<file path="src/rtl/arm_multicycle_ctrl.sv">
// arm_multicycle_ctrl: multicycle ARM main control FSM with memory-ready handshake
module arm_multicycle_ctrl #(
   parameter logic MEM_WAIT = 1'b1
) (
   input  logic       clk,
   input  logic       reset,
   input  logic [1:0] Op,
   input  logic [5:0] Funct,
   input  logic       shR,
   input  logic       MemReady,
   output logic       IRWrite,
   output logic       NextPC,
   output logic       AdrSrc,
   output logic       ALUSrcA,
   output logic [1:0] ALUSrcB,
   output logic [1:0] ResultSrc,
   output logic       RegW,
   output logic       MemW,
   output logic       Branch,
   output logic       ALUOp,
   output logic       EscaSrc,
   output logic       LSrc,
   output logic       Illegal
);
   typedef enum logic [3:0] {
      FETCH, DECODE, MEMADR, MEMRD, MEMWB, MEMWR, EXECR, EXECRS, EXECI,
      ALUWB, BRANCH, BLINK, ERROR
   } state_t;
   state_t state, next;
   logic ready, irw, regw, memw, br;
   logic unused_funct;
   assign unused_funct = ^Funct[3:1];
   assign ready = MemReady | ~MEM_WAIT;
   // strobes are forced low while reset is held so no write can slip through
   assign IRWrite = irw & reset;
   assign NextPC  = irw & reset;
   assign RegW    = regw & reset;
   assign MemW    = memw & reset;
   assign Branch  = br & reset;
   assign Illegal = state == ERROR;
   // state register; async active-low reset aborts any instruction
   always_ff @(posedge clk or negedge reset)
      if (!reset) state <= FETCH;
      else        state <= next;
   // next-state decode and per-state datapath controls
   always_comb begin
      next      = state;
      irw       = 1'b0;
      AdrSrc    = 1'b0;
      ALUSrcA   = 1'b0;
      ALUSrcB   = 2'b00;
      ResultSrc = 2'b00;
      regw      = 1'b0;
      memw      = 1'b0;
      br        = 1'b0;
      ALUOp     = 1'b0;
      EscaSrc   = 1'b0;
      LSrc      = 1'b0;
      case (state)
         FETCH: begin
            ALUSrcA   = 1'b1;
            ALUSrcB   = 2'b10;
            ResultSrc = 2'b10;
            irw       = ready;
            next      = ready ? DECODE : FETCH;
         end
         DECODE: begin
            ALUSrcA   = 1'b1;
            ALUSrcB   = 2'b10;
            ResultSrc = 2'b10;
            next      = Op == 2'b01 ? MEMADR :
                        Op == 2'b00 ? (Funct[5] ? EXECI : shR ? EXECRS : EXECR) :
                        Op == 2'b10 ? (Funct[4] ? BLINK : BRANCH) : ERROR;
         end
         MEMADR: begin
            ALUSrcB = Funct[5] ? 2'b00 : 2'b01;
            next    = Funct[0] ? MEMRD : MEMWR;
         end
         MEMRD: begin
            AdrSrc = 1'b1;
            next   = ready ? MEMWB : MEMRD;
         end
         MEMWB: begin
            ResultSrc = 2'b01;
            regw      = 1'b1;
            next      = FETCH;
         end
         MEMWR: begin
            AdrSrc = 1'b1;
            memw   = 1'b1;
            next   = ready ? FETCH : MEMWR;
         end
         EXECR, EXECRS: begin
            ALUOp   = 1'b1;
            EscaSrc = state == EXECRS;
            next    = ALUWB;
         end
         EXECI: begin
            ALUSrcB = 2'b01;
            ALUOp   = 1'b1;
            next    = ALUWB;
         end
         ALUWB: begin
            regw = 1'b1;
            next = FETCH;
         end
         BLINK: begin
            ALUSrcA   = 1'b1;
            ALUSrcB   = 2'b10;
            ResultSrc = 2'b10;
            regw      = 1'b1;
            LSrc      = 1'b1;
            next      = BRANCH;
         end
         BRANCH: begin
            ALUSrcB   = 2'b01;
            ResultSrc = 2'b10;
            br        = 1'b1;
            next      = FETCH;
         end
         ERROR:   next = ERROR;
         default: next = FETCH;
      endcase
   end
endmodule

</file>
<file path="config.mk">
export PLATFORM = sky130hd
export DESIGN_NAME = arm_multicycle_ctrl
export DESIGN_NICKNAME = d
export VERILOG_FILES = /design/src/rtl/arm_multicycle_ctrl.sv
export SDC_FILE = /design/constraint.sdc
export NUM_CORES = 1
export LEC_CHECK = 0
export CAP_MARGIN = 20
export CORE_MARGIN = 5
export CORE_UTILIZATION = 30
export DETAILED_ROUTE_END_ITERATION = 10
export PLACE_DENSITY = 0.65
export REMOVE_ABC_BUFFERS = 1
export SETUP_SLACK_MARGIN = 0.4
export SLEW_MARGIN = 20
export SYNTH_ARGS = -nofsm -noshare
export SYNTH_HDL_FRONTEND = slang
export SYNTH_SLANG_ARGS = --single-unit
</file>
<file path="constraint.sdc">
create_clock -name clk -period 2 [get_ports clk]
set_clock_uncertainty 0.05 [all_clocks]
set_input_delay 0.6 -clock clk [delete_from_list [all_inputs] [get_ports clk]]
set_output_delay 0.6 -clock clk [all_outputs]
set_load 0.005 [all_outputs]
</file>
== Yosys cells after proc, flatten, opt, wreduce, memory -nomap -nowiden ==
Index checks and enable logic that the tools add are counted.
Storage, ports and cells
  flip-flop bits (word level): 4
  latch bits: 0
  RAM bits: 0
  bits in read-only memories: 0
  memories: 0
Operators by class
  add/subtract/negate cells: 0
  multiply operators: 0
  divide/modulo/power cells: 0
  magnitude comparators: 0
  equality and inequality tests: 14
  shift operators: 0
  multiplexer cells: 23
  bitwise operators: 4
  reductions and logical operators: 9
Operator list (number)
  $pmux W4 S8: 1
  $eq A4 B4 Y1 const B: 5
  $eq A4 B3 Y1 const B: 4
  $mux W1: 13
  $mux W3: 4
  $mux W4: 3
  $reduce_or A3 Y1: 3
  $eq A4 B2 Y1 const B: 2
  $pmux W2 S3: 1
  $reduce_or A2 Y1: 3
  $and A1 B1 Y1: 4
  $eq A4 B1 Y1 const B: 1
  $logic_not A4 Y1: 1
  $pmux W2 S2: 1
  $reduce_or A4 Y1: 1
  $eq A2 B1 Y1 const B: 1
  $eq A2 B2 Y1 const B: 1
  $logic_not A2 Y1: 1

== Logic depth before layout (Yosys ltp) ==
Gate-level depths: netlist of the first run.
  word-level depth: 5
  depth in mapped cells: 5

== Worst setup path after synthesis of the first run ==
No wires, ideal clock.
  kind: reg2out
  start point: register state[1]
  end point: output port NextPC
  data arrival time: 1.096 ns
  data required time: 1.350 ns
  path slack: 0.254 ns
  stages on the path, launching flop included: 6
  path buffers: 2
  cell sequence: dfrtp_1 > buf_6 > nor2_1 > nand3_1 > nor3_1 > buf_4
On the way
  cells in the longest elaborated chain, start to end: 3
Ends and longest elaborated chain
  from (decl): line 29  | state_t state, next;
  from (signal assigned): line 44  | else state <= next;
  $logic_not A4 Y1: line 59  | case (state)
  $mux W1: line 59
  $and A1 B1 Y1
  to (decl): line 12  | output logic NextPC,
No other way between the ends.

== Worst setup path after layout of the first run ==
  start point: register state[1]
  end point: output port AdrSrc
On the way
  cells in the longest elaborated chain, start to end: 3
  elaborated cells between the ends (all ways): 4
Ends and longest elaborated chain
  $eq A4 B3 Y1 or $eq A4 B2 Y1 (tied branches): line 59
  $reduce_or A2 Y1 (no line) (*)
  $mux W1 (*): line 59
  to (decl): line 13  | output logic AdrSrc,
Every way passes the cells marked *; elsewhere a longest branch is shown, timed or not.

==> results of run 1 <==
[final cells by class]
cell class,instances,area (µm²),share of cell area [%]
Clock buffer,3,22.5,1.77
Sequential cell,4,103,8.06
Timing Repair Buffer,71,602,47.3
Inverter,3,13.8,1.08
Multi-Input combinational cell,56,512,40.2
Tap cell,16,20.0,1.57
[where the power goes]
part | internal, W | switching (W)
registers | 0.000119 | 0.0000533
logic | 0.000873 | 0.000636
clock network | 0.0000673 | 0.0000358
total | 0.00106 | 0.000725
[worst max-delay path, stage by stage (launching register included)]
cell and delay, ps:
dfrtp_2 440, buf_6 150, buf_6 110, buf_6 120, xnor2_2 120, nor2_1 80, buf_2 110
[layout by cell type, fill, tap and decap left out, drive strengths merged, types with 2 or more instances in the layout]
master / netlist / final
inv: 3 / 3
nor2: 7 / 7
nor2b: 3 / 3
o31ai: 2 / 2
nor3: 3 / 3
nand2: 7 / 7
nor3b: 2 / 2
buf: 6 / 64
nor4: 2 / 2
nand3: 3 / 3
clkbuf: 1 / 3
clkdlybuf4s50: 0 / 3
dlygate4sd2: 0 / 4
nand2b: 3 / 3
a211oi: 2 / 2
dfrtp: 4 / 4
a21oi: 5 / 5
[metal layers]
layer  GRT usage, %  routed length, µm  vias up
met2           31.0               1280       29
met3           3.25                135        7
li1               -                  -      390
met5              0                  0        -
met1           18.4                989      401
met4           12.8                 65        0
[how the worst max path moves through the flow]
stage	start	to	slack, ps	cells past startpoint
floorplan	state[2]$_DFF_PN0_	RegW	190	3
global placement	MemReady	NextPC	-570	4
detailed placement	MemReady	NextPC	-590	4
CTS	state[1]$_DFF_PN0_	AdrSrc	6	6
global route	state[1]$_DFF_PN0_	AdrSrc	-100	6
finish	state[1]$_DFF_PN0_	AdrSrc	-8	6
[cells by family after synthesis]
kind of cell	after synthesis	share of synthesized area [%]
compound gates	21	30.8
xor+xnor	1	1.78
buf+inv	10	10.9
flops	4	20.4
simple gates	34	36.1
[per-stage QoR]
step                cells  setup TNS [ps]  util (%)  area (µm²)  power (W)
floorplan              63               0         -         449   0.000514
global placement      123           -3710      56.2         857   0.000980
detailed placement    123           -3840      56.2         857   0.000989
CTS                   144               0      69.1        1050    0.00137
global route          153            -331      83.5        1270    0.00190
finish                153           -14.0      83.5        1270    0.00178
[repair_timing]
| item | in CTS | in global routing |
|---|---|---|
| pin swaps | 10 | 18 |
| gates resized for setup | 99 | 34 |
| setup buffers | 18 | 9 |
| setup endpoints to repair | 19 | 18 |
==> summary.txt, run 1 <==
Detailed routing
  • DRT iter0 DRCs: 23
  • Residual DRC: 0
  • DRT Pass-1 Iters: 4
  • ANT nets after route: 0
  • Detailed-route via count: 827
  • Vias per cell: ~5.4
  • Routed WL: 2470 µm
  • WL/cell: roughly 16 µm

GRT
  • Total GRT Usage: between 10% and 20%
  • Gr ovfl total: 0
  • Pin count of the biggest net entering global routing: 15
  • Vias in the first global route: 805
  • First-pass GRT wire length: ~3500 µm
  • Initial antenna violation count: 0

CTS
  • Hold buffer count at cts: 0
  • CTS clk-pin slew, worst paths: about 40 ps
  • Clock Path Buffers: 2
  • CTS Root Buffer Type: clkbuf_4
  • Latest clock arrival within the worst-skew pair: roughly 240 ps
  • H-Tree Level Count: 1
  • CTS tree: done
  • Num CTS Buffers: 3
  • CTS Sinks: 4

STA
  • Setup ws final: -8.24 ps
  • Endpoints failing setup: 2
  • Final slew viol count: 0
  • Tmin final: between 2000 and 2500 ps
  • Hold_ws: ~320 ps
  • Slew HR: a little under 80%
  • Fmax: roughly 500 MHz
  • Final Hold Fails: 0
  • RSZ-0062 raised after global routing: yes
  • Final period util: 100%
  • Slew @ Worst Pin: 333 ps

Floorplan
  • IO Pins: 27
  • Die X: 50.5 µm
  • Starting density of the core: 32.3%
  • Die extent in y: 50.5 µm
  • Total core area: 0.00152 mm²
  • FP Rows: 14
  • DIE AREA: ~0.0025 mm²

Worst setup path
  • Arr. time, crit path: about 1400 ps
  • Max FO, Critical Path: 4
  • Worst setup SP type: flop
  • Crit end category: primary output
  • R2R depth: 9
  • Worst reg-to-reg setup slack: roughly 270 ps
  • Reg-to-reg endpoint: state[2]$_DFF_PN0_
  • Setup CP Type: reg2out
  • Worst r2r src: state[1]$_DFF_PN0_
  • WP data required: 1350 ps

Logic synthesis
  • Synth area leaders: dfrtp_1, nand2_1, nor2_1
  • Sequential share of the synthesized area: ~20%
  • Synth top area share: 20.4%
  • Yosys cell types: 34
  • Post-synth ARST share: 100%
  • EDFF count, synth: 0
  • Synth Area per Inst: approximately 7.0 µm²
  • Synth cell count leaders: nand2_1, nor2_1, a21oi_1, buf_2, dfrtp_1
  • Leading area contributor after synthesis: dfrtp_1
  • Post-Syn Instances: 70
  • Synthesized cell area: about 490 µm²
  • Ys Warns: 0
  • Top FF cell, synth: dfrtp_1
  • #FFs+latches synth: 4

Run
  • Maxcap violations: 0

Place
  • Hpwl dp: around 1200 µm
  • Pre-CTS setup slack: -586 ps
  • Number of buffers inserted by port buffering: 23
  • GP Congestion: 0.779

Finish
  • Final #Nets: 151
  • Largest register by flop count: state
  • Diodes inserted: 0
  • Biggest regs: state (4)
  • Layout fillers: 94
  • Max reg flops: 4
  • Layout cells sized above 1: ~72%
  • Layout area overhead: 159%

Power and ir drop
  • Worst vdd ir: 0.00105 V
  • Power density cells: between 1000 and 1500 mW/mm²
  • Leakage: about 0.6 nW

Worst hold path
  • Worst Hold Class: in2async

Status
  • Failing checks: negative setup slack
  • Status: finished, violations left
Note: power is estimated with default switching activity, not from simulation.
==> run 2, diff against run 1 <==
Settings changed: ABC_AREA set to 1, MAX_ROUTING_LAYER set to met4, PLACE_DENSITY 0.65 to 0.67.
==> run 2 against run 1 <==
The run now ends clean. Critical path depth unchanged. Register-to-register slack gained 160 ps. Die area fell by 7.6%. Flip-flop and latch count stayed put. Non-clock buffer count fell by 15. Area after synthesis is 9.4% lower. Global-route usage shrank 1.4 points. First-iteration DRC count up 13%. Combinational power shrank 25%.
==> summary.txt, run 2 <==
STA
  • Setup ws final: 36.9 ps (was -8.24 ps)
  • Slew @ Worst Pin: 218 ps (was 333 ps)
  • Hold_ws: 357 ps (was 321 ps)
  • RSZ-0062 raised after global routing: yes (unchanged)
  • Tmin final: 1960 ps (was 2010 ps)
  • Final Hold Fails: 0 (unchanged)
  • Final slew viol count: 0 (unchanged)
  • Endpoints failing setup: 0 (was 2)
  • Final period util: 98.2% (was 100%)
  • Fmax: 509 MHz (was 498 MHz)
  • Slew HR: 85.4% (was 77.8%)

Floorplan
  • Die X: 48.5 µm (was 50.5 µm)
  • FP Rows: 14 (unchanged)
  • DIE AREA: 0.00236 mm² (was 0.00255 mm²)
  • Die extent in y: 48.5 µm (was 50.5 µm)
  • Starting density of the core: 30.6% (was 32.3%)
  • Total core area: 0.00145 mm² (was 0.00152 mm²)
  • IO Pins: 27 (unchanged)

Power and ir drop
  • Combinational group share of total power: 80.9% (was 84.6%)
  • Internal power component: 0.000767 W (was 0.00106 W)
  • Worst vdd ir: 0.000499 V (was 0.00105 V)
  • Leakage: 0.665 nW (was 0.600 nW)
  • Power density cells: 1280 mW/mm² (was 1400 mW/mm²)
  • Clk pwr share: 7.1% (was 5.8%)
  • Sw Pwr: 0.000639 W (was 0.000725 W)
  • Sw Share: 45.5% (was 40.6%)
  • Sequential fraction of design power: 12.0% (was 9.6%)

Logic synthesis
  • Sequential share of the synthesized area: 22.5% (was 20.4%)
  • Yosys cell types: 11 (was 34)
  • #FFs+latches synth: 4 (unchanged)
  • EDFF count, synth: 0 (unchanged)
  • Synth Area per Inst: 5.06 µm² (was 7.02 µm²)
  • Leading area contributor after synthesis: nand2_1 (was dfrtp_1)
  • Synthesized cell area: 445 µm² (was 492 µm²)
  • Synth area leaders: nand2_1, dfrtp_1, inv_1 (was dfrtp_1, nand2_1, nor2_1)
  • Ys Warns: 0 (unchanged)
  • Post-synth ARST share: 100% (unchanged)
  • Top-count cell post-synth: nand2_1
  • Synth top area share: 24.4% (was 20.4%)
  • Post-Syn Instances: 88 (was 70)
  • Synth cell count leaders: nand2_1, inv_1, nor2_1, nand3_1, dfrtp_1 (was nand2_1, nor2_1, a21oi_1, buf_2, dfrtp_1)
  • Top FF cell, synth: dfrtp_1 (unchanged)

Worst setup path
  • Worst path slowest cell: dfrtp_2 (unchanged)
  • WP data required: 1350 ps (about the same)
  • Worst r2r src: state[1]$_DFF_PN0_ (unchanged)
  • Crit end category: primary output (unchanged)
  • Arr. time, crit path: 1310 ps (was 1360 ps)
  • CP Cell Sequence: buf_6, nor2_4, buf_6, nand2_4, nor2_1, buf_2 (was buf_6, buf_6, buf_6, xnor2_2, nor2_1, buf_2)
  • Reg-to-reg endpoint: state[2]$_DFF_PN0_ (unchanged)
  • CP max stage delay: 450 ps (was 440 ps)
  • Setup CP Type: reg2out (unchanged)
  • Cell repeated most along the worst path: buf_6 (unchanged)
  • Worst setup SP type: flop (unchanged)
  • Max FO, Critical Path: 4 (unchanged)
  • R2R depth: 11 (was 9)
  • Worst reg-to-reg setup slack: 430 ps (was 270 ps)

CTS
  • CTS Sinks: 4 (unchanged)
  • CTS Root Buffer Type: clkbuf_4 (unchanged)
  • Hold buffer count at cts: 0 (unchanged)
  • H-Tree Level Count: 1 (unchanged)
  • Clock Path Buffers: 2 (unchanged)
  • CTS tree: done (unchanged)
  • Num CTS Buffers: 3 (unchanged)
  • Latest clock arrival within the worst-skew pair: 230 ps (was 240 ps)
  • CTS clk-pin slew, worst paths: 40 ps (about the same)

Finish
  • Largest register by flop count: state (unchanged)
  • Biggest regs: state (4) (unchanged)
  • Max reg flops: 4 (unchanged)
  • Layout area overhead: 147% (was 159%)
  • Layout cells sized above 1: 60.3% (was 72.3%)
  • Diodes inserted: 0 (unchanged)
  • Most common cell after layout, fill and taps aside: buf_4 (unchanged)
  • Most frequent cells in the layout: buf_4, nand2_1, buf_6, buf_2 (was buf_4, buf_6, buf_2)
  • Final #Nets: 160 (was 151)

Place
  • GP Congestion: 0.877 (was 0.779)
  • Hpwl dp: 1220 µm (was 1170 µm)
  • Number of buffers inserted by port buffering: 23 (unchanged)
  • Pre-CTS setup slack: -509 ps (was -586 ps)

Detailed routing
  • Detailed-route via count: 768 (was 827)
  • DRT iter0 DRCs: 26 (was 23)
  • Routed WL: 2080 µm (was 2470 µm)
  • Residual DRC: 0 (unchanged)
  • ANT nets after route: 0 (unchanged)
  • Vias per cell: 4.74 (was 5.41)
  • DRT Pass-1 Iters: 4 (unchanged)
  • WL/cell: 12.8 µm (was 16.2 µm)

GRT
  • Total GRT Usage: 16.3% (was 17.7%)
  • First-pass GRT wire length: 3060 µm (was 3510 µm)
  • Gr ovfl total: 0 (unchanged)
  • Initial antenna violation count: 0 (unchanged)
  • Pin count of the biggest net entering global routing: 6 (was 15)
  • Vias in the first global route: 734 (was 805)

Status
  • Status: completed (was finished, violations left)

Run
  • Maxcap violations: 0 (unchanged)

Worst hold path
  • Worst Hold Class: in2async (unchanged)
-- run 2: cell type report --
type / count / area (µm²)
inverter: 20 / 85.1
clock buffer: 3 / 22.5
sequential: 4 / 103
multi-input combinational: 63 / 407
timing repair buffer: 56 / 465
tap: 16 / 20.0
fill: 108 / 352
-- run 2: timing repair --
action,4_1_cts,5_1_grt
buffers inserted,12,6
gates resized for setup,108,21
setup endpoints to repair,15,16
gates cloned,0,0
pin swaps,13,14
-- run 2: cell families after synthesis --
group	Yosys count	synth area share, %
simple gates	57	52.0
flops	4	22.5
buf+inv	21	18.5
compound gates	6	7.02
-- run 2: worst max path at each step --
stage	startpoint	to	depth (start not counted)
final	state[3]$_DFF_PN0_	MemW	6
after global routing	state[2]$_DFF_PN0_	ALUSrcB[1]	6
after CTS	state[2]$_DFF_PN0_	MemW	7
after floorplan	state[0]$_DFF_PN0_	IRWrite	3
after detailed placement	MemReady	NextPC	4
after global placement	MemReady	NextPC	4
-- run 2: power by group through the flow --
stage | Combinational, W | Sequential (W) | Clock (W)
2_1_floorplan | 0.000270 | 0.000145 | 0
3_3_place_gp | 0.000656 | 0.000140 | 0
3_5_place_dp | 0.000663 | 0.000141 | 0
4_1_cts | 0.000918 | 0.000159 | 0.0000984
5_1_grt | 0.00122 | 0.000169 | 0.000108
6_report | 0.00114 | 0.000169 | 0.0000994
-- run 2: through the flow --
| step | util [%] | power, W | TNS [ps] | cell area [µm²] | instances |
|---|---|---|---|---|---|
| floorplan | - | 0.000416 | 0 | 438 | 87 |
| global placement | 55.1 | 0.000796 | -2880 | 801 | 141 |
| global route | 75.8 | 0.00150 | -86.7 | 1100 | 162 |
| detailed placement | 55.1 | 0.000805 | -3010 | 801 | 141 |
| finish | 75.8 | 0.00141 | 0 | 1100 | 162 |
| CTS | 68.2 | 0.00118 | 0 | 991 | 156 |
-- run 2: critical path: cells and delay by family, from the launching register on --
kind / cells / cell delay (ps)
buf+inv: 3 / 380
flops: 1 / 450
simple gates: 3 / 250
-- run 2: routing by layer --
| layer | vias up | global-route usage (%) | part of all wire, % | wire [µm] |
|---|---|---|---|---|
| li1 | 385 | - | - | - |
| met1 | 351 | 16.3 | 41 | 856 |
| met2 | 26 | 29.8 | 51 | 1060 |
| met3 | 6 | 3.68 | 6.1 | 127 |
| met4 | 0 | 7.17 | 1.7 | 36 |
| met5 | - | - | 0 | 0 |
